`src/rtl/pdl_if.sv`:
```
// Trigger/program/pulse bundle for the pdl delay line; master drives trigger and timing, slave returns delay_out.
interface pdl_if #(
  parameter int WIDTH = 32
);
  logic             trigger;
  logic [WIDTH-1:0] wb;
  logic [WIDTH-1:0] dl;
  logic             delay_out;

  modport master (output trigger, output wb, output dl, input delay_out);
  modport slave  (input trigger, input wb, input dl, output delay_out);
endinterface

```
`src/rtl/pdl.sv`:
```
// Programmable pulse delay line: rising trigger edge -> wait dl cycles -> wb-cycle pulse on delay_out.
// Define PDL_RETRIGGER_EN to let edges during DELAY/PULSE restart the sequence.
module pdl #(
  parameter int WIDTH = 32
) (
  input  logic clk,
  input  logic reset,
  pdl_if.slave bus
);
  typedef enum logic [1:0] {IDLE, DELAY, PULSE} state_t;

  state_t           state_q, state_d, start_state;
  logic [WIDTH-1:0] dcnt_q, dcnt_d;
  logic [WIDTH-1:0] wcnt_q, wcnt_d;
  logic             trig_q;
  logic             out_q;
  logic             rise;
  logic             accept;

  assign rise = bus.trigger & ~trig_q;

`ifdef PDL_RETRIGGER_EN
  assign accept = rise;
`else
  assign accept = rise && (state_q == IDLE);
`endif

  // A zero delay goes straight to the pulse; zero width produces nothing at all.
  always_comb begin
    start_state = IDLE;
    if (bus.dl != '0) begin
      start_state = DELAY;
    end else if (bus.wb != '0) begin
      start_state = PULSE;
    end
  end

  always_comb begin
    state_d = state_q;
    dcnt_d  = dcnt_q;
    wcnt_d  = wcnt_q;
    case (state_q)
      DELAY: begin
        dcnt_d = dcnt_q - WIDTH'(1);
        if (dcnt_d == '0) begin
          state_d = (wcnt_q != '0) ? PULSE : IDLE;
        end
      end
      PULSE: begin
        wcnt_d = wcnt_q - WIDTH'(1);
        if (wcnt_d == '0) begin
          state_d = IDLE;
        end
      end
      default: state_d = state_q;
    endcase
    if (accept) begin
      state_d = start_state;
      dcnt_d  = bus.dl;
      wcnt_d  = bus.wb;
    end
  end

  // trig_q resets high so a trigger held across reset release is not an edge.
  always_ff @(posedge clk or posedge reset) begin
    if (reset) begin
      state_q <= IDLE;
      dcnt_q  <= '0;
      wcnt_q  <= '0;
      trig_q  <= 1'b1;
      out_q   <= 1'b0;
    end else begin
      state_q <= state_d;
      dcnt_q  <= dcnt_d;
      wcnt_q  <= wcnt_d;
      trig_q  <= bus.trigger;
      out_q   <= (state_q == PULSE);
    end
  end

  assign bus.delay_out = out_q;
endmodule

```
`src/flat_wrapper.sv`:
```
// flat-port wrapper written by rule: the top's interface ports become plain ports
module pdl_flat 
#(
  parameter int WIDTH = 32
)
  (clk, reset, bus_trigger, bus_wb, bus_dl, bus_delay_out);
  pdl_if #(.WIDTH(WIDTH)) bus_i ();
  input  logic clk;
  input  logic reset;
  input wire logic [$bits(bus_i.trigger)-1:0] bus_trigger;
  input wire logic [$bits(bus_i.wb)-1:0] bus_wb;
  input wire logic [$bits(bus_i.dl)-1:0] bus_dl;
  output wire logic [$bits(bus_i.delay_out)-1:0] bus_delay_out;
  assign bus_i.trigger = bus_trigger;
  assign bus_i.wb = bus_wb;
  assign bus_i.dl = bus_dl;
  assign bus_delay_out = bus_i.delay_out;
  pdl #(.WIDTH(WIDTH)) u_core (.clk(clk), .reset(reset), .bus(bus_i));
endmodule
```
`config.mk`:
```
export PLATFORM = sky130hd
export DESIGN_NAME = pdl_flat
export DESIGN_NICKNAME = d
export VERILOG_FILES = /design/src/rtl/pdl_if.sv /design/src/rtl/pdl.sv /design/src/flat_wrapper.sv
export SDC_FILE = /design/constraint.sdc
export NUM_CORES = 1
export LEC_CHECK = 0
export ABC_AREA = 0
export CORE_UTILIZATION = 30
export CTS_BUF_LIST = sky130_fd_sc_hd__clkbuf_2 sky130_fd_sc_hd__clkbuf_4 sky130_fd_sc_hd__clkbuf_8
export DETAILED_ROUTE_END_ITERATION = 8
export PLACE_DENSITY = 0.57
export SLEW_MARGIN = 20
export SYNTH_ARGS = -nofsm -noshare
export SYNTH_HDL_FRONTEND = slang
export SYNTH_SLANG_ARGS = --single-unit
```
`constraint.sdc`:
```
create_clock -name clk -period 3.76 [get_ports clk]
set_clock_uncertainty 0.05 [all_clocks]
set_input_delay 0.564 -clock clk [delete_from_list [all_inputs] [get_ports clk]]
set_output_delay 0.564 -clock clk [all_outputs]
set_load 0.1 [all_outputs]
```
==> flow_summary.ini, run 1 <==
[floorplanning]
die_w_um = 127.1
dieArea_sq_mm = 0.01615
core_sq_mm = 0.01526
ios = 68
start_util_pct = 30.76
die-height_um = 127.1
num_rows = 45

[worst_setup_path]
path_cells = inv_1, ha_1, nor4b_2, nand4b_1, o31a_1, a211oi_1, nand4_2, mux2i_1, o21ai_1
critPathMaxStageDelay_ns = 0.59
path_buf_inv = 1
worstSetupEndpointType = flop
slowest_stage = nor4b_2
critPathRequiredTime_ns = 3.95
cp.arrival_ns = 3.16
crit_type = flop to flop
start_kind = flop
crit_fanout = 7
critical_path.top_delay_family = simple AND/OR/NAND/NOR gates

[cts]
clock_latency_ns = 0.37
numCtsBuffers = 9
clkTransAtPathRegs_ns = 0.07
cts_sinks = 68
cts_tree = done
cts_root_buf = clkbuf_8
cts_resized = 0
post-cts-setup-buffers = 0
cts_buffer_depth = 2
postCtsHoldBufs = 0
h-tree-depth = 3

[finish]
nNetsFinal = 681
area_delta_synth_final_pct = 22.29
final_cell_count_no_fill = 826
antenna_cells = 0
mostFrequentLayoutCells = 79 x nand2_1, 67 x clkdlybuf4s50_1, 67 x dfrtp_1, 43 x o21ai_0, 36 x nor2_1
drive_above_1_share_pct = 8.780
final_common_cell = nand2_1

[grt]
grt_overflow = 0
grt_pass1_vias = 4670
antenna_found_initial = 0
grt_pass1_wl_mm = 24.76
grt_start_max_net_pins = 52
grt_util_all_layers_pct = 19.49

[run]
maxCapViolations = 0

[synth]
ys_types = 74
synth-async-reset-ratio_pct = 100.0
synth_top_flop_cell = dfrtp_1
ys_warn_count = 0
synth_seq_cells = 68
yosysSeqAreaShare_pct = 36.28
synth_edf_count = 0
synth_area_per_cell_sq_um = 8.441
synthCells = 556
syn-num-nets = 627
synth_area_sq_mm = 0.004693

[routing]
remaining_drc_errors = 0
ant_nets = 0
routedWlPerCell_um = 18.38
first_iter_violations = 425
vias = 4907
via_per_inst = 5.941
firstDrtPassIters = 5
wl_mm = 15.18

[timing]
worst_pin_slew_ns = 0.9587
hold_viol_final = 0
relSlewSlack_pct = 35.89
tns_ns = 0
fin_crit_sh_pct = 78.84
fmax_ghz = 0.3373
drv_slew = 0
rsz0062_at_grt = no
fin_crit_ns = 2.965
setup_viol = 0

[power]
power.leakage_nw = 1.864
power.density_mw_per_mm2 = 313.7
ir_drop_uv = 131.3

[place]
place_hpwl_mm = 11.07
port_buffers = 67
finalWeightedCongestion = 0.9259
dp.cells = 810

[hold_path]
hold_class = flop to flop

[outcome]
outcome = finished, final reports clean
sequential cells by signal, summed over array words and instances, names as in the netlist:
name                  count
u_core.bus.delay_out      1
u_core.wcnt_q            32
u_core.trig_q             1
u_core.state_q            2
u_core.dcnt_q            32
cells in the mapped netlist, drive strengths merged, types with 2 or more instances:
master,number,area [sq um]
o211ai,18,135.1
nor4,35,225.2
a21o,4,30.03
buf,6,46.29
mux2i,2,20.02
or3,10,67.56
o221ai,2,17.52
nor4b,8,91.33
or4b,3,30.03
and4,3,28.78
a22oi,6,45.04
a21oi,14,70.07
o41ai,3,26.28
xor2,2,17.52
nand2b,7,46.30
nand3,23,125.1
a32oi,3,26.28
nand4,14,108.9
o22ai,2,12.51
nor3,35,201.5
nor2,36,135.1
nand2,79,296.5
and3,2,12.51
xnor2,6,52.55
o31a,3,27.53
a221o,20,201.4
nand4b,6,52.55
o311ai,17,148.9
a211oi,4,30.03
clkbuf,27,111.4
or4,4,35.03
ha,4,50.05
nor3b,3,22.52
dfrtp,67,1677
inv,8,30.03
a31oi,5,31.28
or2,6,37.54
o21ai,44,220.2
kinds of logic (layout without fill, tap and decap cells):
family	Yosys count	after routing	share of synthesized area (%)
AO/OA/AOI/OAI	154	154	23.54
XOR/XNOR	8	8	1.493
adder cells (fa/ha/maj)	4	4	1.066
buffers and inverters	41	100	3.999
flip-flops	68	68	36.28
multiplexers	2	2	0.4266
AND/OR/NAND/NOR	279	279	33.19
where the power goes:
| group | total (mW) | switching, mW | internal, mW |
|---|---|---|---|
| combinational | 0.305 | 0.149 | 0.156 |
| clock | 0.589 | 0.286 | 0.303 |
| sequential | 0.906 | 0.115 | 0.791 |
metal layers:
| metal | GRT usage, % | routed length [um] | vias up |
|---|---|---|---|
| met5 | 0 | 0 | - |
| met1 | 25.40 | 6800 | 2434 |
| li1 | - | - | 2300 |
| met4 | 6.232 | 252 | 0 |
| met2 | 32.39 | 7284 | 152 |
| met3 | 3.978 | 840 | 21 |
final cells by class:
type	instances	area [sq um]
Inverter	8	30.03
Clock buffer	16	182.7
Sequential cell	68	1703
Tap cell	211	264.0
Fill cell	1596	9519
Timing Repair Buffer	76	750.7
Multi-Input combinational cell	447	2809
worst min-delay path: stages, from the launching register on:
cell     delay, ns
dfrtp_1       0.35
o21ai_0       0.08
nand3_1       0.08
per-stage QoR:
step | power (mW) | setup WS (ns) | util (%) | area [sq um] | hold slack (ns)
floorplan | 1.069 | 1.184 | - | 4693 | 0.4382
global placement | 1.207 | 0.8424 | 36.42 | 5557 | 0.4655
detailed placement | 1.218 | 0.7880 | 36.42 | 5557 | 0.4718
CTS | 1.814 | 0.8073 | 37.61 | 5739 | 0.4891
global route | 1.891 | 0.5387 | 37.61 | 5739 | 0.5248
finish | 1.800 | 0.7955 | 37.61 | 5739 | 0.4843
worst paths after layout:
kind	start	end	slack, ns	cells past startpoint
worst max-delay path	u_core.dcnt_q[1]	u_core.state_q[1]	0.80	9
max in group asynchronous	reset	u_core.dcnt_q[27]	2.33	3
worst min register to register	u_core.dcnt_q[29]	u_core.dcnt_q[29]	0.48	2
worst max register to register	u_core.dcnt_q[1]	u_core.state_q[1]	0.80	9
worst min-delay path	u_core.dcnt_q[29]	u_core.dcnt_q[29]	0.48	2
min in group asynchronous	reset	u_core.bus.delay_out	0.66	2
Power figures use the tool's default switching activity.
==> run 2: changes to the inputs <==
--- a/config.mk
+++ b/config.mk
@@ -9,7 +9,7 @@
 export CORE_UTILIZATION = 30
 export CTS_BUF_LIST = sky130_fd_sc_hd__clkbuf_2 sky130_fd_sc_hd__clkbuf_4 sky130_fd_sc_hd__clkbuf_8
 export DETAILED_ROUTE_END_ITERATION = 8
-export PLACE_DENSITY = 0.57
+export PLACE_DENSITY = 0.59
 export SLEW_MARGIN = 20
 export SYNTH_ARGS = -nofsm -noshare
 export SYNTH_HDL_FRONTEND = slang
==> constraint.sdc (replaced) <==
create_clock -name clk -period 2.43 [get_ports clk]
set_clock_uncertainty 0.05 [all_clocks]
set_input_delay 0.3645 -clock clk [delete_from_list [all_inputs] [get_ports clk]]
set_output_delay 0.3645 -clock clk [all_outputs]
set_load 0.1 [all_outputs]
==> flow_summary.ini, run 2 (synthesis gave the netlist of run 1 again) <==
[hold_path]
hold_class = input pin to async pin

[finish]
area_delta_synth_final_pct = 39.30
nNetsFinal = 763
fillers = 1547
final_common_cell = buf_4
mostFrequentLayoutCells = 88 x buf_4, 79 x nand2_1, 66 x clkdlybuf4s50_1, 65 x dfrtp_1, 43 x o21ai_0
final_util_pct = 42.85
antenna_cells = 0
biggestRegsByFlops = u_core.dcnt_q (32), u_core.wcnt_q (32), u_core.state_q (2)
final_cell_count_no_fill = 908
drive_above_1_share_pct = 22.96

[routing]
vias = 5250
met3WireLength_um = 833
first_iter_violations = 381
firstDrtPassIters = 5
routedWlPerCell_um = 18.24
via_per_inst = 5.782
remaining_drc_errors = 0
highest_layer = met4
wl_mm = 16.56
wl_met2_mm = 8.181
ant_nets = 0
wl_met1_mm = 7.111

[worst_setup_path]
r2r_slack_ns = 0.05
crit_type = flop to flop
crit_fanout = 7
critPathMaxStageDelay_ns = 0.40
cp.arrival_ns = 2.58
critical_path.top_delay_family = compound AO/OA/AOI/OAI gates
slowest_stage = dfrtp_1
path_cells = inv_2, ha_4, nor4b_4, buf_4, nand4b_1, a2111o_1, a211oi_2, nand4_2, mux2i_1, o21ai_1
path_buf_inv = 2
start_kind = flop
critPathRequiredTime_ns = 2.64
worstSetupEndpointType = flop

[timing]
finalWorstSetupSlack_ns = 0.05286
relSlewSlack_pct = 62.48
tns_ns = 0
fmax_ghz = 0.4207
fin_crit_sh_pct = 97.82
drv_slew = 0
setup_viol = 0
hold_viol_final = 0
rsz0062_at_grt = yes
worst_pin_slew_ns = 0.5607
fin_crit_ns = 2.377

[cts]
clock_latency_ns = 0.38
h-tree-depth = 3
numCtsBuffers = 9
cts_buffer_depth = 2
cts_root_buf = clkbuf_8
cts_tree = done
postCtsHoldBufs = 0
cts_sinks = 68
clkTransAtPathRegs_ns = 0.08

[grt]
grt_util_all_layers_pct = 21.26
antenna_found_initial = 0
grt_overflow = 0
grt_pass1_wl_mm = 26.71
grt_pass1_vias = 5132
grt_start_max_net_pins = 51

[floorplanning]
start_util_pct = 30.76
die-height_um = 127.1
core_sq_mm = 0.01526
dieArea_sq_mm = 0.01615
num_rows = 45
die_w_um = 127.1
ios = 68

[place]
place_hpwl_mm = 12.52
dpl_worst_slack_ns = -0.1947
dp.cells = 889
port_buffers = 67
finalWeightedCongestion = 0.9112

[power]
internal_power_mw = 2.025
power.leakage_nw = 2.291
p_sw_mw = 0.9507
seq_power_share_pct = 47.1
p_clk_share_pct = 29.9
pwr-share-comb_pct = 23.0
ir_drop_uv = 289.7
power.density_mw_per_mm2 = 455.2
switching_share_pct = 31.95

[outcome]
outcome = finished, final reports clean

[run]
maxCapViolations = 0
run 2: routing by layer:
| metal | vias up | global-route usage [%] |
|---|---|---|
| li1 | 2453 | - |
| met1 | 2599 | 26.02 |
| met2 | 164 | 36.78 |
| met3 | 34 | 4.104 |
| met4 | 0 | 8.473 |
| met5 | - | 0 |
run 2: cell type report:
class	instances	area, sq um	share of cell area, %
clock buffers	12	152.6	2.335
clock inverters	4	25.02	0.3828
inverters	8	30.03	0.4593
multi-input cells	447	2959	45.26
flip-flops and latches	68	1705	26.09
well taps	211	264.0	4.038
repair buffers	158	1401	21.44
run 2: path summary, 6_finish.rpt:
| kind | start | to | cells past startpoint |
|---|---|---|---|
| worst min-delay path | reset | u_core.bus.delay_out | 2 |
| max in group asynchronous | reset | u_core.trig_q | 3 |
| worst max-delay path | u_core.dcnt_q[1] | u_core.state_q[1] | 10 |
| min in group clk | u_core.dcnt_q[13] | u_core.dcnt_q[13] | 2 |
| worst min register to register | u_core.dcnt_q[13] | u_core.dcnt_q[13] | 2 |
| worst max register to register | u_core.dcnt_q[1] | u_core.state_q[1] | 10 |
run 2: repair_timing:
action,in CTS,in global routing
pin swaps,3,6
gates cloned,0,0
endpoints found under the setup margin,3,10
gates resized for setup,7,23
buffers inserted,1,2
run 2: power by group through the flow:
stage,Sequential [mW],Clock (mW),Combinational (mW)
after CTS,1.38,0.923,0.664
after detailed placement,1.40,0,0.647
after floorplan,1.31,0,0.352
after global routing,1.41,0.969,0.748
final,1.40,0.891,0.684
after global placement,1.39,0,0.633
run 2: stage by stage:
| stage | total power, mW | hold slack [ns] | cell area [sq um] |
|---|---|---|---|
| 3_5_place_dp | 2.043 | 0.4661 | 6202 |
| 2_1_floorplan | 1.666 | 0.3190 | 4711 |
| 4_1_cts | 2.967 | 0.3284 | 6426 |
| 3_3_place_gp | 2.027 | 0.4588 | 6202 |
| 5_1_grt | 3.128 | 0.3705 | 6538 |
| 6_report | 2.976 | 0.3193 | 6538 |
run 2: worst register-to-register path, delay by kind of cell, from the launching register on:
| kind | cells | cell delay [ns] |
|---|---|---|
| adder cells (fa/ha/maj) | 1 | 0.17 |
| AO/OA/AOI/OAI | 3 | 0.70 |
| multiplexers | 1 | 0.21 |
| buffers and inverters | 2 | 0.27 |
| flip-flops | 1 | 0.40 |
| AND/OR/NAND/NOR | 3 | 0.46 |
==> run 3: changes to the inputs <==
--- a/config.mk
+++ b/config.mk
@@ -5,11 +5,11 @@
 export SDC_FILE = /design/constraint.sdc
 export NUM_CORES = 1
 export LEC_CHECK = 0
-export ABC_AREA = 0
+export ABC_AREA = 1
 export CORE_UTILIZATION = 30
 export CTS_BUF_LIST = sky130_fd_sc_hd__clkbuf_2 sky130_fd_sc_hd__clkbuf_4 sky130_fd_sc_hd__clkbuf_8
 export DETAILED_ROUTE_END_ITERATION = 8
-export PLACE_DENSITY = 0.59
+export PLACE_DENSITY = 0.57
 export SLEW_MARGIN = 20
 export SYNTH_ARGS = -nofsm -noshare
 export SYNTH_HDL_FRONTEND = slang
==> constraint.sdc (replaced) <==
create_clock -name clk -period 2.9 [get_ports clk]
set_clock_uncertainty 0.05 [all_clocks]
set_input_delay 0.435 -clock clk [delete_from_list [all_inputs] [get_ports clk]]
set_output_delay 0.435 -clock clk [all_outputs]
set_load 0.1 [all_outputs]
==> flow_summary.ini, run 3 <==
[synth]
ys_warn_count = 0
syn-num-nets = 883
yosys-top-cells-area = dfrtp_1 32%, nand2_1 19%, nor2_1 9.9%
synth_edf_count = 0
ys_top_cells_by_count = 266 x nand2_1, 138 x nor2_1, 90 x inv_1, 67 x dfrtp_1, 55 x nand3_1
muxShareOfSynthArea_pct = 0
synthCells = 812
synth_area_per_cell_sq_um = 6.429
yosysSeqAreaShare_pct = 32.62
synth.most_common_cell = nand2_1
yosys.area_share.simple_pct = 43.65
synth_area_sq_mm = 0.005220
synth_fa_ha_area_share_pct = 0.9588
synth_top_flop_cell = dfrtp_1
synth_top_cell_area_share_pct = 32.12
synth_seq_cells = 68
synthXorXnorAreaFrac_pct = 2.349
ys_types = 31
synth_top_family_by_area = simple AND/OR/NAND/NOR gates
synth-async-reset-ratio_pct = 100.0
synth_compound_area_share_pct = 11.84
yosysTopAreaCell = dfrtp_1

[floorplanning]
die_w_um = 133.9
core_sq_mm = 0.01676
ios = 68
die-height_um = 133.9
num_rows = 47
start_util_pct = 31.15
dieArea_sq_mm = 0.01793

[place]
port_buffers = 67
finalWeightedCongestion = 0.9229
dpl_worst_slack_ns = 0.4244
place_hpwl_mm = 12.89

[power]
power.density_mw_per_mm2 = 966.9
switching_share_pct = 52.04
seq_power_share_pct = 31.1
power.leakage_nw = 2.771
internal_power_mw = 2.940
finalPower_mw = 6.129
p_sw_mw = 3.189
p_clk_share_pct = 12.7
pwr-share-comb_pct = 56.3
ir_drop_uv = 324.4

[grt]
grt_pass1_vias = 5411
grt_overflow = 0
antenna_found_initial = 0
grt_start_max_net_pins = 52
grt_pass1_wl_mm = 27.95
grt_util_all_layers_pct = 19.95

[timing]
finalWorstSetupSlack_ns = 0.5310
worst_pin_slew_ns = 0.6924
setup_viol = 0
drv_slew = 0
relSlewSlack_pct = 53.41
rsz0062_at_grt = no
fin_crit_ns = 2.369
hold_viol_final = 0
fmax_ghz = 0.4221
tns_ns = 0
fin_crit_sh_pct = 81.69

[routing]
firstDrtPassIters = 5
remaining_drc_errors = 0
routedWlPerCell_um = 15.33
via_per_inst = 5.037
ant_nets = 0
first_iter_violations = 401
wl_mm = 16.93
vias = 5561

[worst_setup_path]
r2r_slack_ns = 0.53
slowest_stage = dfrtp_1
cp_common_cell = nand2_1
reg2regPathDepth = 17
crit_type = flop to flop
worstSetupEndpointType = flop
reg2reg_from = u_core.dcnt_q[0]
start_kind = flop
cp.arrival_ns = 2.60
rr_endpoint = u_core.state_q[1]
critPathMaxStageDelay_ns = 0.42
critPathRequiredTime_ns = 3.13
path_cells = inv_1, ha_1, nand2_2, nor2_4, nand2_1, nand2_1, nand2_1, nor2_1, nand2_1, nor2_1, nand2_1, nor2_1, nand2_1, nand2_2, nand2_1, nand2_1, nand2_1
crit_fanout = 5
crit_start = u_core.dcnt_q[0]
critPathCapture = u_core.state_q[1]

[cts]
h-tree-depth = 3
cts_sinks = 68
numCtsBuffers = 9
clkTransAtPathRegs_ns = 0.09
cts_resized = 0
cts_tree = done
cts_root_buf = clkbuf_8
clock_latency_ns = 0.38
post-cts-setup-buffers = 0
postCtsHoldBufs = 0
cts_buffer_depth = 2

[finish]
biggestRegsByFlops = u_core.dcnt_q (32), u_core.wcnt_q (32), u_core.state_q (2)
area_delta_synth_final_pct = 21.43
seqCellArea_sq_mm = 0.001703
fillers = 1848
multiInputGateArea_sq_mm = 0.003073
mostFrequentLayoutCells = 266 x nand2_1, 137 x nor2_1, 89 x inv_1, 67 x dfrtp_1, 66 x clkdlybuf4s50_1
drive_above_1_share_pct = 6.787
antenna_cells = 0
final_common_cell = nand2_1
nNetsFinal = 950

[outcome]
outcome = finished, final reports clean

[run]
maxCapViolations = 0

[hold_path]
hold_class = input pin to async pin
## run 3: cell count changes after synthesis, sizes merged, moves of 27 or more
| cell | before | now |
|---|---|---|
| o21ai | 44 | 17 |
| nand3 | 23 | 57 |
| nor2 | 36 | 157 |
| nand2 | 79 | 274 |
| inv | 8 | 90 |
| nor3 | 35 | 2 |
## run 3: worst max-delay path: cells and delay by family, from the launching register on
family | cells | cell delay, ns
DFF | 1 | 0.42
and+or+nand+nor | 15 | 1.40
adders and majority gates | 1 | 0.26
buffers and inverters | 1 | 0.14
## run 3: power groups by stage
stage / Combinational [mW] / Sequential, mW / Clock, mW
after floorplan: 2.57 / 1.80 / 0
after global placement: 3.41 / 1.90 / 0
after detailed placement: 3.44 / 1.89 / 0
after CTS: 3.45 / 1.89 / 0.804
after global routing: 3.91 / 1.97 / 0.830
final: 3.45 / 1.90 / 0.775
## run 3: final cells by class
type	count	area share [%]
Clock buffer	12	2.507
Timing Repair Buffer	77	11.92
Sequential cell	68	26.87
Inverter	93	5.507
Multi-Input combinational cell	630	48.48
Clock inverter	4	0.3750
Tap cell	220	4.343
## run 3: worst min-delay path by stage
stage                                    to  slack, ns  cells past startpoint
after CTS                 u_core.wcnt_q[15]       0.33                      2
after global routing      u_core.wcnt_q[22]       0.37                      2
final                     u_core.wcnt_q[22]       0.33                      2
after global placement    u_core.dcnt_q[31]       0.45                      2
after detailed placement  u_core.dcnt_q[31]       0.46                      2
after floorplan               u_core.trig_q       0.39                      0
## run 3: layer usage
layer	vias to the layer above	global-route usage, %	share of wire, %
met1	2572	26.33	47
met3	29	3.666	4.3
met4	0	6.755	2.2
met2	156	32.64	47
met5	-	0	0
li1	2804	-	-
## run 3: through the flow
| stage | util (%) | instances | hold WS (ns) | instance area [sq um] |
|---|---|---|---|---|
| final | 37.82 | 1104 | 0.3273 | 6339 |
| after global routing | 37.82 | 1104 | 0.3694 | 6339 |
| after CTS | 37.82 | 1104 | 0.3273 | 6339 |
| after detailed placement | 36.73 | 1088 | 0.4572 | 6156 |
| after global placement | 36.73 | 1088 | 0.4473 | 6156 |
| after floorplan | - | 812 | 0.3895 | 5220 |
## run 3: kinds of logic after synthesis
| family | Yosys count |
|---|---|
| DFF | 68 |
| buffers and inverters | 114 |
| AOI/OAI and AO/OA | 85 |
| and+or+nand+nor | 527 |
| adders and majority gates | 4 |
| xor gates and xnor gates | 14 |
